File: src/rtl/axi_bresp_pkg.sv
// Shared definitions for the AXI3 write-response generator.
// Holds the AW queue geometry, the AXI field widths, the B response encodings
// and the packed layout of one queued AW request.
package axi_bresp_pkg;

  // AW queue geometry
  localparam int FIFO_DEPTH = 4;
  localparam int PTR_W      = 2;
  localparam int CNT_W      = PTR_W + 1;  // occupancy 0..FIFO_DEPTH

  // AXI field widths
  localparam int ID_W       = 8;
  localparam int LEN_W      = 4;
  localparam int BEAT_W     = 5;          // beat count up to 16 plus wrap room
  localparam int ENTRY_W    = ID_W + LEN_W;

  // B response encodings
  localparam logic [1:0] RESP_OKAY   = 2'b00;
  localparam logic [1:0] RESP_SLVERR = 2'b10;

  // One queued AW request
  typedef struct packed {
    logic [ID_W-1:0]  id;
    logic [LEN_W-1:0] len;
  } aw_entry_t;

  // Number of beats an AXI3 burst carries for a given awlen (awlen + 1).
  function automatic logic [BEAT_W-1:0] burst_beats(input logic [LEN_W-1:0] len);
    burst_beats = {1'b0, len} + BEAT_W'(1);
  endfunction

endpackage

File: src/rtl/bresp_aw_fifo.sv
// In-order queue of accepted AW requests.
// Push and pop are independent and may happen in the same cycle. A push while
// full or a pop while empty is ignored, so the occupancy can never leave 0..4.
// full/empty come straight from registered occupancy: there is no bypass path,
// a same-cycle pop does not free a slot for a same-cycle push.
module bresp_aw_fifo
  import axi_bresp_pkg::*;
(
  input  logic               clk,
  input  logic               rst_b,
  input  logic               push,
  input  logic [ENTRY_W-1:0] push_data,
  input  logic               pop,
  output logic               full,
  output logic               empty,
  output logic [ENTRY_W-1:0] head
);

  aw_entry_t        mem [FIFO_DEPTH];
  logic [PTR_W-1:0] wr_ptr;
  logic [PTR_W-1:0] rd_ptr;
  logic [CNT_W-1:0] count;
  logic             push_ok;
  logic             pop_ok;

  assign full    = (count == CNT_W'(FIFO_DEPTH));
  assign empty   = (count == '0);
  assign push_ok = push & ~full;
  assign pop_ok  = pop & ~empty;
  assign head    = mem[rd_ptr];

  // Storage array: written on an accepted push, no reset needed since reads
  // are only meaningful while the occupancy says the slot is live.
  always_ff @(posedge clk) begin
    if (push_ok) begin
      mem[wr_ptr] <= aw_entry_t'(push_data);
    end
  end

  // Pointers and occupancy: pointers wrap naturally at the depth.
  always_ff @(posedge clk or negedge rst_b) begin
    if (!rst_b) begin
      wr_ptr <= '0;
      rd_ptr <= '0;
      count  <= '0;
    end else begin
      if (push_ok) begin
        wr_ptr <= wr_ptr + PTR_W'(1);
      end
      if (pop_ok) begin
        rd_ptr <= rd_ptr + PTR_W'(1);
      end
      case ({push_ok, pop_ok})
        2'b10:   count <= count + CNT_W'(1);
        2'b01:   count <= count - CNT_W'(1);
        default: count <= count;
      endcase
    end
  end

endmodule

File: src/rtl/axi_bresp_gen.sv
// AXI3 write-response generator.
// Queues AW requests, counts W beats of the head burst and, on the accepted
// wlast beat, retires the head and loads a B response register.
//
// Handshake rules: every channel transfers on a rising edge where valid and
// ready are both high. valid never depends on ready; awready depends only on
// queue occupancy, and wready depends on occupancy plus bready (a W burst may
// only finish when the B register is free or being emptied that same cycle).
//
// Build option: define AXI_BRESP_GEN_CHECK_EN to enable per-burst checking
// (wid against the head awid, beat count against awlen+1); failing bursts are
// answered with SLVERR. Without it bresp is constantly OKAY and wid is unused.
module axi_bresp_gen
  import axi_bresp_pkg::*;
(
  input  logic             per_clk,
  input  logic             pad_cpu_rst_b,
  input  logic             biu_pad_awvalid,
  output logic             pad_biu_awready,
  input  logic [ID_W-1:0]  biu_pad_awid,
  input  logic [LEN_W-1:0] biu_pad_awlen,
  input  logic             biu_pad_wvalid,
  output logic             pad_biu_wready,
  input  logic [ID_W-1:0]  biu_pad_wid,
  input  logic             biu_pad_wlast,
  output logic             pad_biu_bvalid,
  input  logic             biu_pad_bready,
  output logic [ID_W-1:0]  pad_biu_bid,
  output logic [1:0]       pad_biu_bresp
);

  logic              fifo_full;
  logic              fifo_empty;
  logic [ENTRY_W-1:0] head_raw;
  aw_entry_t         head;
  aw_entry_t         push_entry;
  logic              aw_hs;
  logic              w_hs;
  logic              wlast_hs;
  logic [BEAT_W-1:0] beat_cnt;
  logic              bvalid_q;
  logic [ID_W-1:0]   bid_q;

  assign push_entry = '{id: biu_pad_awid, len: biu_pad_awlen};
  assign head       = aw_entry_t'(head_raw);

  assign pad_biu_awready = ~fifo_full;
  assign pad_biu_wready  = ~fifo_empty & ~(bvalid_q & ~biu_pad_bready);

  assign aw_hs    = biu_pad_awvalid & pad_biu_awready;
  assign w_hs     = biu_pad_wvalid & pad_biu_wready;
  assign wlast_hs = w_hs & biu_pad_wlast;

  assign pad_biu_bvalid = bvalid_q;
  assign pad_biu_bid    = bid_q;

  bresp_aw_fifo u_aw_fifo (
    .clk       (per_clk),
    .rst_b     (pad_cpu_rst_b),
    .push      (aw_hs),
    .push_data (ENTRY_W'(push_entry)),
    .pop       (wlast_hs),
    .full      (fifo_full),
    .empty     (fifo_empty),
    .head      (head_raw)
  );

  // Beat counter for the head burst: counts accepted beats, clears on wlast.
  // It is intentionally unsaturated; overlong bursts just wrap it.
  always_ff @(posedge per_clk or negedge pad_cpu_rst_b) begin
    if (!pad_cpu_rst_b) begin
      beat_cnt <= '0;
    end else if (wlast_hs) begin
      beat_cnt <= '0;
    end else if (w_hs) begin
      beat_cnt <= beat_cnt + BEAT_W'(1);
    end
  end

  // B valid/id register: loaded on wlast, held until bready, reloaded
  // back-to-back when a wlast coincides with the B handshake.
  always_ff @(posedge per_clk or negedge pad_cpu_rst_b) begin
    if (!pad_cpu_rst_b) begin
      bvalid_q <= 1'b0;
      bid_q    <= '0;
    end else if (wlast_hs) begin
      bvalid_q <= 1'b1;
      bid_q    <= head.id;
    end else if (bvalid_q && biu_pad_bready) begin
      bvalid_q <= 1'b0;
    end
  end

`ifdef AXI_BRESP_GEN_CHECK_EN

  logic       err_q;
  logic       id_mismatch;
  logic       len_mismatch;
  logic       burst_err;
  logic [1:0] bresp_q;

  // id_mismatch is qualified by w_hs wherever it is used; len_mismatch only
  // matters on the wlast beat, where beat_cnt+1 is the full burst length.
  assign id_mismatch  = (biu_pad_wid != head.id);
  assign len_mismatch = ((beat_cnt + BEAT_W'(1)) != burst_beats(head.len));
  assign burst_err    = err_q | id_mismatch | len_mismatch;

  // Sticky per-burst error flag: set by any mismatched non-final beat,
  // cleared as the burst retires.
  always_ff @(posedge per_clk or negedge pad_cpu_rst_b) begin
    if (!pad_cpu_rst_b) begin
      err_q <= 1'b0;
    end else if (wlast_hs) begin
      err_q <= 1'b0;
    end else if (w_hs && id_mismatch) begin
      err_q <= 1'b1;
    end
  end

  // Response code register, loaded alongside bid on the wlast beat.
  always_ff @(posedge per_clk or negedge pad_cpu_rst_b) begin
    if (!pad_cpu_rst_b) begin
      bresp_q <= RESP_OKAY;
    end else if (wlast_hs) begin
      bresp_q <= burst_err ? RESP_SLVERR : RESP_OKAY;
    end
  end

  assign pad_biu_bresp = bresp_q;

`else

  logic unused_check_inputs;

  // Without checking, wid, the queued awlen and the beat count feed nothing.
  assign unused_check_inputs = ^{biu_pad_wid, head.len, beat_cnt};
  assign pad_biu_bresp       = RESP_OKAY;

`endif

endmodule
File: config.mk
export PLATFORM = sky130hd
export DESIGN_NAME = axi_bresp_gen
export DESIGN_NICKNAME = d
export VERILOG_FILES = /design/src/rtl/axi_bresp_pkg.sv /design/src/rtl/bresp_aw_fifo.sv /design/src/rtl/axi_bresp_gen.sv
export SDC_FILE = /design/constraint.sdc
export NUM_CORES = 1
export LEC_CHECK = 0
export ABC_AREA = 1
export BUFFER_PORTS_ARGS = -buffer_cell sky130_fd_sc_hd__buf_4
export CAP_MARGIN = 10
export CORE_ASPECT_RATIO = 1.4
export CORE_MARGIN = 1
export CORE_UTILIZATION = 59
export DETAILED_ROUTE_END_ITERATION = 8
export PLACE_DENSITY = 0.86
export SLEW_MARGIN = 25
export SYNTH_ARGS = -nofsm -noshare
export SYNTH_HDL_FRONTEND = slang
export SYNTH_SLANG_ARGS = --single-unit
File: constraint.sdc
create_clock -name per_clk -period 4.7 [get_ports per_clk]
set_clock_uncertainty 0.1 [all_clocks]
set_input_delay 0.47 -clock per_clk [delete_from_list [all_inputs] [get_ports per_clk]]
set_output_delay 0.47 -clock per_clk [all_outputs]
set_load 0.01 [all_outputs]
### Word level (Yosys, flattened, before mapping)

Memories as Yosys holds them, arrays and structs flattened. A register that Yosys moved wholly into a read port is not among the register bits.
Index checks and enable logic that the tools add are counted.

* flip-flop bits (word level): 8
* bits in writable memories: 48
* logic and storage cells: 33
* memories kept: 1

* add/subtract/negate cells: 4
* eq/ne operators: 3
* muxes and demuxes: 5
* bitwise logic cells: 11
* reduce and logical (&&, ||, !) cells: 5

Memories
* u_aw_fifo.mem: words 4, bits a word 12, rd ports 1, clocked after Yosys merged registers in 1, wr ports 1, RTL line bresp_aw_fifo.sv:19 `aw_entry_t mem [FIFO_DEPTH];`

Operators by type and width (number)
* bitwise AND 1 bit: 7
* case mux 3 bit (2 select lines): 1
* adder 2 x 1 -> 2 bit (second input constant): 2
* 2-to-1 mux 1 bit: 4
* inverter 1 bit: 4
* nonzero test 2 bit: 2
* adder 3 x 1 -> 3 bit (second input constant): 1
* equality test 3 bit (second input constant): 1
* zero test 3 bit: 1
* subtractor 3 x 1 -> 3 bit (second input constant): 1
* equality test 2 x 1 -> 1 bit (second input constant): 1
* equality test 2 bit (second input constant): 1
* logical AND 1 bit: 1
* zero test 1 bit: 1

### Depth between registers and ports, before layout

Gate-level depths: netlist (run 1).

* depth in word-level cells: 9
* mapped depth: 9
* mapped depth without buffers: 9

### Modules after synthesis

A second synthesis (run 1) with hierarchy kept.

* cells, all modules: 251
* area, all modules: 2844.0 um2

By module, submodules not included
* bresp_aw_fifo: instances 1, cells an instance 201, area an instance 2403.6 um2
* axi_bresp_gen: instances 1, cells an instance 50, area an instance 440.4 um2

### Least setup slack after synthesis (run 1)

OpenSTA, ideal clock, no wires.

* kind: reg2reg
* start point: register u_aw_fifo.count[0]
* end point: register u_aw_fifo.count[2]
* arrival time: 1757 ps
* required time: 4469 ps
* setup slack: 2712 ps
* stages on the path, launching flop included: 10
* buffers on the path: 0
* period minus slack after synthesis: 1988 ps
* cell sequence: dfrtp_1 -> nor2_4 -> nand2_4 -> nand3_4 -> nor2_8 -> ha_1 -> fa_1 -> a21oi_1 -> o21ai_0 -> xor2_1

* longest elaborated chain between the ends: 8

RTL lines
* from (decl): RTL line bresp_aw_fifo.sv:22 `logic [CNT_W-1:0] count;`
* from (signal assigned): RTL line bresp_aw_fifo.sv:54 `2'b10: count <= count + CNT_W'(1);`
* from (signal assigned): RTL line bresp_aw_fifo.sv:55 `2'b01: count <= count - CNT_W'(1);`
* from (signal assigned): RTL line bresp_aw_fifo.sv:56 `default: count <= count;`
* zero test 3 bit (*): RTL line bresp_aw_fifo.sv:27 `assign empty = (count == '0);`
* inverter 1 bit (*): RTL line bresp_aw_fifo.sv:29, axi_bresp_gen.sv:48
* bitwise AND 1 bit: RTL line axi_bresp_gen.sv:48 `assign pad_biu_wready = ~fifo_empty & ~(bvalid_q & ~biu_pad_bready);`
* bitwise AND 1 bit: RTL line axi_bresp_gen.sv:51 `assign w_hs = biu_pad_wvalid & pad_biu_wready;`
* bitwise AND 1 bit: RTL line axi_bresp_gen.sv:52 `assign wlast_hs = w_hs & biu_pad_wlast;`
* bitwise AND 1 bit (*): RTL line bresp_aw_fifo.sv:29 `assign pop_ok = pop & ~empty;`
* named net u_aw_fifo.pop_ok: RTL line bresp_aw_fifo.sv:24 `logic pop_ok;`
* equality test 2 x 1 -> 1 bit / equality test 2 bit (equally long branches): RTL line bresp_aw_fifo.sv:53 `case ({push_ok, pop_ok})`
* case mux 3 bit (2 select lines) / nonzero test 2 bit (equally long branches)

Mark *: on every way through the listed nets, which the timed path passes. The rest lies on a longest branch.
A chain may end at the register's enable or synchronous reset.

### Worst setup path after layout (run 1)

Ends and elaborated chain as after synthesis.

==> results of run 1 <==
final timing paths:
| path | start | endpoint | slack, ns | cells after the start |
|---|---|---|---|---|
| worst max-delay path | u_aw_fifo.count[0] | u_aw_fifo.count[2] | 2.55 | 9 |
| worst min-delay path | biu_pad_awid[3] | u_aw_fifo.mem[2][7] | 0.27 | 1 |
| worst max register to register | u_aw_fifo.count[0] | u_aw_fifo.count[2] | 2.55 | 9 |
| worst min register to register | pad_biu_bid[0] | pad_biu_bid[0] | 0.39 | 2 |
| max in group asynchronous | pad_cpu_rst_b | u_aw_fifo.wr_ptr[1] | 3.86 | 2 |
| min in group asynchronous | pad_cpu_rst_b | u_aw_fifo.count[1] | 0.45 | 2 |
worst max-delay path: stages (launching register included):
cell	delay [ns]
dfrtp_1	0.45
nor2_4	0.19
nand2_4	0.08
nand3_4	0.09
nor2_8	0.06
ha_1	0.24
fa_1	0.38
a21oi_1	0.15
o21ai_0	0.13
xor2_1	0.16
power breakdown:
group | total (W) | switching [W] | internal (W)
logic | 0.000460 | 0.000268 | 0.000191
registers | 0.000675 | 0.0000985 | 0.000577
clock network | 0.000232 | 0.000128 | 0.000104
placed cells by master, fill, tap and decap left out:
| cell type | instances |
|---|---|
| conb_1 | 2 |
| nand2_2 | 4 |
| ha_1 | 5 |
| nand2_4 | 2 |
| nor2_4 | 1 |
| nand4_1 | 2 |
| dfrtp_1 | 16 |
| a21oi_1 | 3 |
| nand3_4 | 1 |
| clkbuf_1 | 1 |
| mux2_2 | 1 |
| o21ai_0 | 1 |
| buf_4 | 24 |
| nor2_1 | 14 |
| fa_1 | 1 |
| o21ai_1 | 8 |
| clkbuf_8 | 5 |
| xor2_1 | 2 |
| nand4_2 | 1 |
| clkinv_2 | 1 |
| xnor2_1 | 1 |
| nor2_8 | 1 |
| inv_2 | 3 |
| nand2_1 | 77 |
| dlygate4sd3_1 | 1 |
| edfxtp_1 | 32 |
| clkinvlp_4 | 1 |
| inv_1 | 18 |
state kept, by name, summed over array words and instances, names as in the netlist:
signal            cells
u_aw_fifo.rd_ptr      2
pad_biu_bid           8
u_aw_fifo.mem        32
pad_biu_bvalid        1
u_aw_fifo.wr_ptr      2
u_aw_fifo.count       3
logic make-up after synthesis:
logic type,after synthesis
and+or+nand+nor,103
other,1
DFF,48
muxes,1
xor gates and xnor gates,3
AOI/OAI and AO/OA,12
buffers and inverters,27
adders and majority gates,6
layout make-up:
| class | count | area, µm² |
|---|---|---|
| Inverter | 21 | 78.8 |
| Tap cell | 40 | 50.0 |
| Sequential cell | 48 | 1360 |
| Timing Repair Buffer | 25 | 190 |
| Clock buffer | 6 | 72.6 |
| Fill cell | 260 | 1020 |
| Multi-Input combinational cell | 127 | 651 |
| Clock inverter | 2 | 12.5 |
layer usage:
metal	track usage [%]	share of wire [%]	vias to the layer above	wire [µm]
li1	-	-	686	-
met1	23.7	39	611	1330
met2	37.6	55	38	1850
met3	6.00	5.3	2	179
met4	10.8	0.62	0	21
met5	0	0	-	0
metrics by stage:
stage	total power (W)	hold slack [ns]	cell area, µm²
final	0.00137	0.267	2420
after floorplan	0.00103	0.0744	2150
after detailed placement	0.00115	0.244	2320
after global placement	0.00113	0.240	2320
after CTS	0.00138	0.259	2420
after global routing	0.00149	0.250	2420
Yosys cell counts (2+ instances only):
| library cell | count |
|---|---|
| ha_1 | 5 |
| nand2_4 | 2 |
| edfxtp_1 | 32 |
| xor2_1 | 2 |
| buf_4 | 3 |
| inv_1 | 18 |
| o21ai_1 | 8 |
| dfrtp_1 | 16 |
| buf_8 | 2 |
| inv_2 | 3 |
| nor2_1 | 14 |
| nand4_1 | 2 |
| a21oi_1 | 3 |
| nand2_2 | 4 |
| nand2_1 | 77 |
==> impl_metrics.py, run 1 <==
metrics = {
    "run_status": {
        "outcome": "finished clean",
    },
    "routing": {
        "wl_per_cell_um": 12.6,
        "routed_wl_um": 3390,
        "first_iter_violations": 25,
        "via_count": 1337,
        "vias_per_cell": 4.97,
        "postRouteAntennaNets": 0,
        "dr.pass1.iters": 4,
        "drc_errors": 0,
    },
    "placed_design": {
        "dp_hpwl_um": 2310,
        "dp_slack_ns": 2.47,
        "io_buffers": 24,
        "place_inst": 260,
        "gp_congestion": 0.779,
    },
    "power": {
        "leakage_nw": 1.13,
        "ir_drop_uv": 404,
        "p_per_area_mw_per_mm2": 566,
    },
    "final_layout": {
        "n_antenna_cell": 0,
        "fin_cells": 269,
        "layout.nets": 260,
        "syn_to_final_growth_pct": 12.3,
        "drive_above_1_share_pct": 19.7,
        "post-route-util_pct": 70.2,
    },
    "critical_path": {
        "required_ns": 4.78,
        "path_class": "register to register",
        "critical_path.endpoint_type": "register",
        "crit_path_start_kind": "register",
        "crit_arrival_ns": 2.23,
        "path_max_fanout": 10,
    },
    "global_routing": {
        "antenna_found_initial": 0,
        "grt_pass1_vias": 1254,
        "gr-total-overflow": 0,
        "grt_usage_pct": 21.7,
        "grt_pass1_wl_um": 5670,
        "grt_start_max_net_pins": 28,
    },
    "synthesis": {
        "syn_area_mm2": 0.00215,
        "synthTopCellsByArea": "edfxtp_1 (45%), dfrtp_1 (19%), nand2_1 (13%)",
        "yosys.area_share.simple_pct": 21.5,
        "synth_seq_area_share_pct": 63.3,
        "yosys_most_used_dff": "edfxtp_1",
        "synthMuxAreaShare_pct": 0.524,
        "synth-xor-area-share_pct": 1.22,
        "synthAdderAreaFrac_pct": 3.84,
        "async_flop_share_pct": 33.3,
        "synth-seq-cells": 48,
        "synth_cell_types": 25,
        "ys_warn_count": 0,
        "yosysTopAreaCellShare_pct": 44.7,
        "synth-compound-area-share_pct": 2.79,
        "synth-edff-count": 32,
        "synth_top_family_by_area": "simple AND/OR/NAND/NOR gates",
        "netlist_instances": 201,
        "yosysTopAreaCell": "edfxtp_1",
        "syn_avg_cell_area_um2": 10.7,
    },
    "clock_tree": {
        "clk_path_buf_depth": 2,
        "post_cts_buffers": 0,
        "cts_max_level": 2,
        "ctsHoldBuffers": 1,
        "root_buffer": "clkbuf_8",
        "tritoncts": "built",
        "cts_buffers": 5,
        "clock_sinks": 48,
        "clock_latency_ns": 0.30,
        "clk_pin_slew_ns": 0.08,
        "ctsResizeCount": 0,
    },
    "timing": {
        "finalSetupViolCount": 0,
        "finalHoldViolCount": 0,
        "max_freq_ghz": 0.465,
        "slew_violations": 0,
        "setup_ws_ns": 2.55,
        "rsz0062_at_grt": "false",
        "fin_crit_sh_pct": 45.8,
        "tightest_slew_ns": 0.840,
        "fin_crit_ns": 2.15,
        "maxSlewHeadroom_pct": 43.8,
        "finalSetupTns_ns": 0,
    },
    "floorplanning": {
        "die_h_um": 73.4,
        "core_area_mm2": 0.00344,
        "start_util_pct": 62.5,
        "ios": 39,
        "dieWidth_um": 53.0,
        "die_area_mm2": 0.00389,
        "rows": 25,
    },
    "worst_hold_path": {
        "worstHoldPathType": "primary input to register",
    },
    "job": {
        "max-cap-violations": 0,
    },
}
Note: power is estimated with default switching activity, not from simulation.
==> inputs of run 2 (changes only) <==
--- a/config.mk
+++ b/config.mk
@@ -10,9 +10,9 @@
 export CAP_MARGIN = 10
 export CORE_ASPECT_RATIO = 1.4
 export CORE_MARGIN = 1
-export CORE_UTILIZATION = 59
+export CORE_UTILIZATION = 55
 export DETAILED_ROUTE_END_ITERATION = 8
-export PLACE_DENSITY = 0.86
+export PLACE_DENSITY = 0.81
 export SLEW_MARGIN = 25
 export SYNTH_ARGS = -nofsm -noshare
 export SYNTH_HDL_FRONTEND = slang
==> constraint.sdc (replaced) <==
create_clock -name per_clk -period 2.1 [get_ports per_clk]
set_clock_uncertainty 0.1 [all_clocks]
set_input_delay 0.21 -clock per_clk [delete_from_list [all_inputs] [get_ports per_clk]]
set_output_delay 0.21 -clock per_clk [all_outputs]
set_load 0.01 [all_outputs]
==> run 2 against run 1 <==
Largest cell class unchanged. Register-to-register slack worse by 2.4 ns. Final cell count is 3.3% higher. Via count is 2.9% higher. Critical path depth is 2 lower.
==> impl_metrics.py, run 2 (same netlist as run 1, synthesis figures left out) <==
metrics = {
    "critical_path": {
        "path_cells": "nor2_4, buf_4, nand2_2, nand2_4, ha_2, fa_2, mux2_2",
        "rr_worst_depth": 7,
        "cp_slowest_cell": "fa_2",
        "critical_path.endpoint_type": "register",
        "cp_num_buf_inv": 1,
        "path_depth": 7,
        "crit_path_start_kind": "register",
        "crit_family": "adder cells",
        "path_max_fanout": 8,
        "cpPeakStageDelay_ns": 0.44,
        "crit_arrival_ns": 2.07,
        "required_ns": 2.19,
        "path_class": "register to register",
    },
    "clock_tree": {
        "tritoncts": "built",
        "clk_path_buf_depth": 2,
        "clk_pin_slew_ns": 0.08,
        "cts_max_level": 2,
        "cts_buffers": 5,
        "clock_sinks": 48,
        "root_buffer": "clkbuf_8",
        "clock_latency_ns": 0.29,
    },
    "power": {
        "ir_drop_uv": 954,
        "switching_share_pct": 33.9,
        "power_frac_comb_pct": 35.8,
        "pwr-share-seq_pct": 43.1,
        "internal-power_w": 0.00222,
        "p_per_area_mw_per_mm2": 1330,
        "clock_power_share_pct": 21.1,
        "leakage_nw": 1.18,
        "power.switching_w": 0.00114,
    },
    "worst_hold_path": {
        "worstHoldPathType": "primary input to register",
        "holdPathStages": 1,
    },
    "timing": {
        "finalSetupTns_ns": 0,
        "finalHoldViolCount": 0,
        "maxSlewHeadroom_pct": 41.3,
        "max_freq_ghz": 0.504,
        "fin_crit_sh_pct": 94.4,
        "tightest_slew_ns": 0.878,
        "hold_slack_ns": 0.00858,
        "fin_crit_ns": 1.98,
        "rsz0062_at_grt": "false",
        "finalSetupViolCount": 0,
        "slew_violations": 0,
    },
    "global_routing": {
        "antenna_found_initial": 0,
        "grt_usage_pct": 20.8,
        "met2_usage_pct": 34.9,
        "grt_pass1_wl_um": 5960,
        "use_met3_pct": 5.99,
        "grt_pass1_vias": 1321,
        "grt_busiest_layer": "met2",
        "gr-total-overflow": 0,
        "met1_usage_pct": 23.7,
        "grt_start_max_net_pins": 25,
    },
    "run_status": {
        "outcome": "finished clean",
    },
    "final_layout": {
        "largest-register": "u_aw_fifo.mem",
        "final_cell_mix": "nand2_1 (77), edfxtp_1 (32), buf_4 (31), inv_1 (18), dfrtp_1 (15)",
        "n_antenna_cell": 0,
        "drive_above_1_share_pct": 23.3,
        "syn_to_final_growth_pct": 17.2,
        "final_common_cell": "nand2_1",
        "fillers": 295,
        "largest_reg_flops": 32,
        "layout.nets": 267,
        "fin_cells": 278,
    },
    "placed_design": {
        "place_inst": 268,
        "dp_hpwl_um": 2410,
        "gp_congestion": 0.737,
        "io_buffers": 24,
    },
    "job": {
        "max-cap-violations": 0,
    },
    "floorplanning": {
        "core_area_mm2": 0.00371,
        "start_util_pct": 58.0,
        "ios": 39,
        "die_area_mm2": 0.00417,
        "rows": 26,
        "dieWidth_um": 54.9,
        "die_h_um": 76.0,
    },
    "routing": {
        "drc_errors": 0,
        "first_iter_violations": 54,
        "dr.pass1.iters": 4,
        "vias_per_cell": 4.95,
        "routed_wl_um": 3580,
        "postRouteAntennaNets": 0,
        "via_count": 1376,
        "wl_per_cell_um": 12.9,
    },
}
-- run 2: cell types whose count changed in the layout (fill, tap and decap cells not counted), sizes merged --
| cell | before | now |
|---|---|---|
| buf | 24 | 31 |
| bufinv | 0 | 1 |
| clkbuf | 6 | 7 |
| clkinv | 1 | 0 |
| clkinvlp | 1 | 0 |
-- run 2: metal layers --
layer  routed length (µm)  up-vias
li1                     -      700
met1                 1440      638
met2                 1900       33
met3                  175        5
met4                   63        0
met5                    0        -
-- run 2: power groups by stage --
stage	Combinational, W	Clock, W	Sequential, W
after floorplan	0.000840	0	0.00146
final	0.00120	0.000708	0.00145
after detailed placement	0.00118	0	0.00147
after CTS	0.00120	0.000720	0.00145
after global routing	0.00138	0.000762	0.00148
after global placement	0.00114	0	0.00146
-- run 2: per-stage QoR --
stage | worst slack, ns | cell area (µm²) | utilization, % | total power (W)
6_report | 0.118 | 2520 | 67.9 | 0.00336
5_1_grt | 0.0102 | 2520 | 67.9 | 0.00362
4_1_cts | 0.0237 | 2510 | 67.6 | 0.00337
3_5_place_dp | 0.0672 | 2370 | 63.9 | 0.00265
3_3_place_gp | 0.101 | 2370 | 63.9 | 0.00260
2_1_floorplan | 0.112 | 2150 | - | 0.00230
-- run 2: path summary, 6_finish.rpt --
kind	from	to	slack, ns
hold / removal	biu_pad_awid[2]	u_aw_fifo.mem[0][6]	0.009
setup reg to reg	u_aw_fifo.count[0]	u_aw_fifo.count[1]	0.12
setup / recovery	u_aw_fifo.count[0]	u_aw_fifo.count[1]	0.12
min in group asynchronous	pad_cpu_rst_b	u_aw_fifo.wr_ptr[1]	0.21
hold reg to reg	pad_biu_bid[0]	pad_biu_bid[0]	0.39
max in group asynchronous	pad_cpu_rst_b	u_aw_fifo.count[1]	1.49
-- run 2: worst register-to-register path, delay by kind of cell, from the launching register on --
| family | cells | cell delay (ns) |
|---|---|---|
| DFF | 1 | 0.41 |
| and+or+nand+nor | 3 | 0.31 |
| muxes | 1 | 0.26 |
| adders and majority gates | 2 | 0.66 |
| buffers and inverters | 1 | 0.13 |
-- run 2: timing repair --
action                                  CTS  global route
hold endpoints to repair                 16             0
setup buffers                             0             1
endpoints found under the setup margin    0             2
gates resized for setup                   0             3
hold buffers                              1             0
-- run 2: area by class of cell --
class / instances / area, µm² / share of cell area, %
well taps: 42 / 52.6 / 2.09
clock inverters: 1 / 30.0 / 1.19
multi-input cells: 127 / 656 / 26.0
flip-flops and latches: 48 / 1360 / 54.1
repair buffers: 32 / 243 / 9.63
clock buffers: 7 / 97.6 / 3.87
inverters: 21 / 78.8 / 3.13
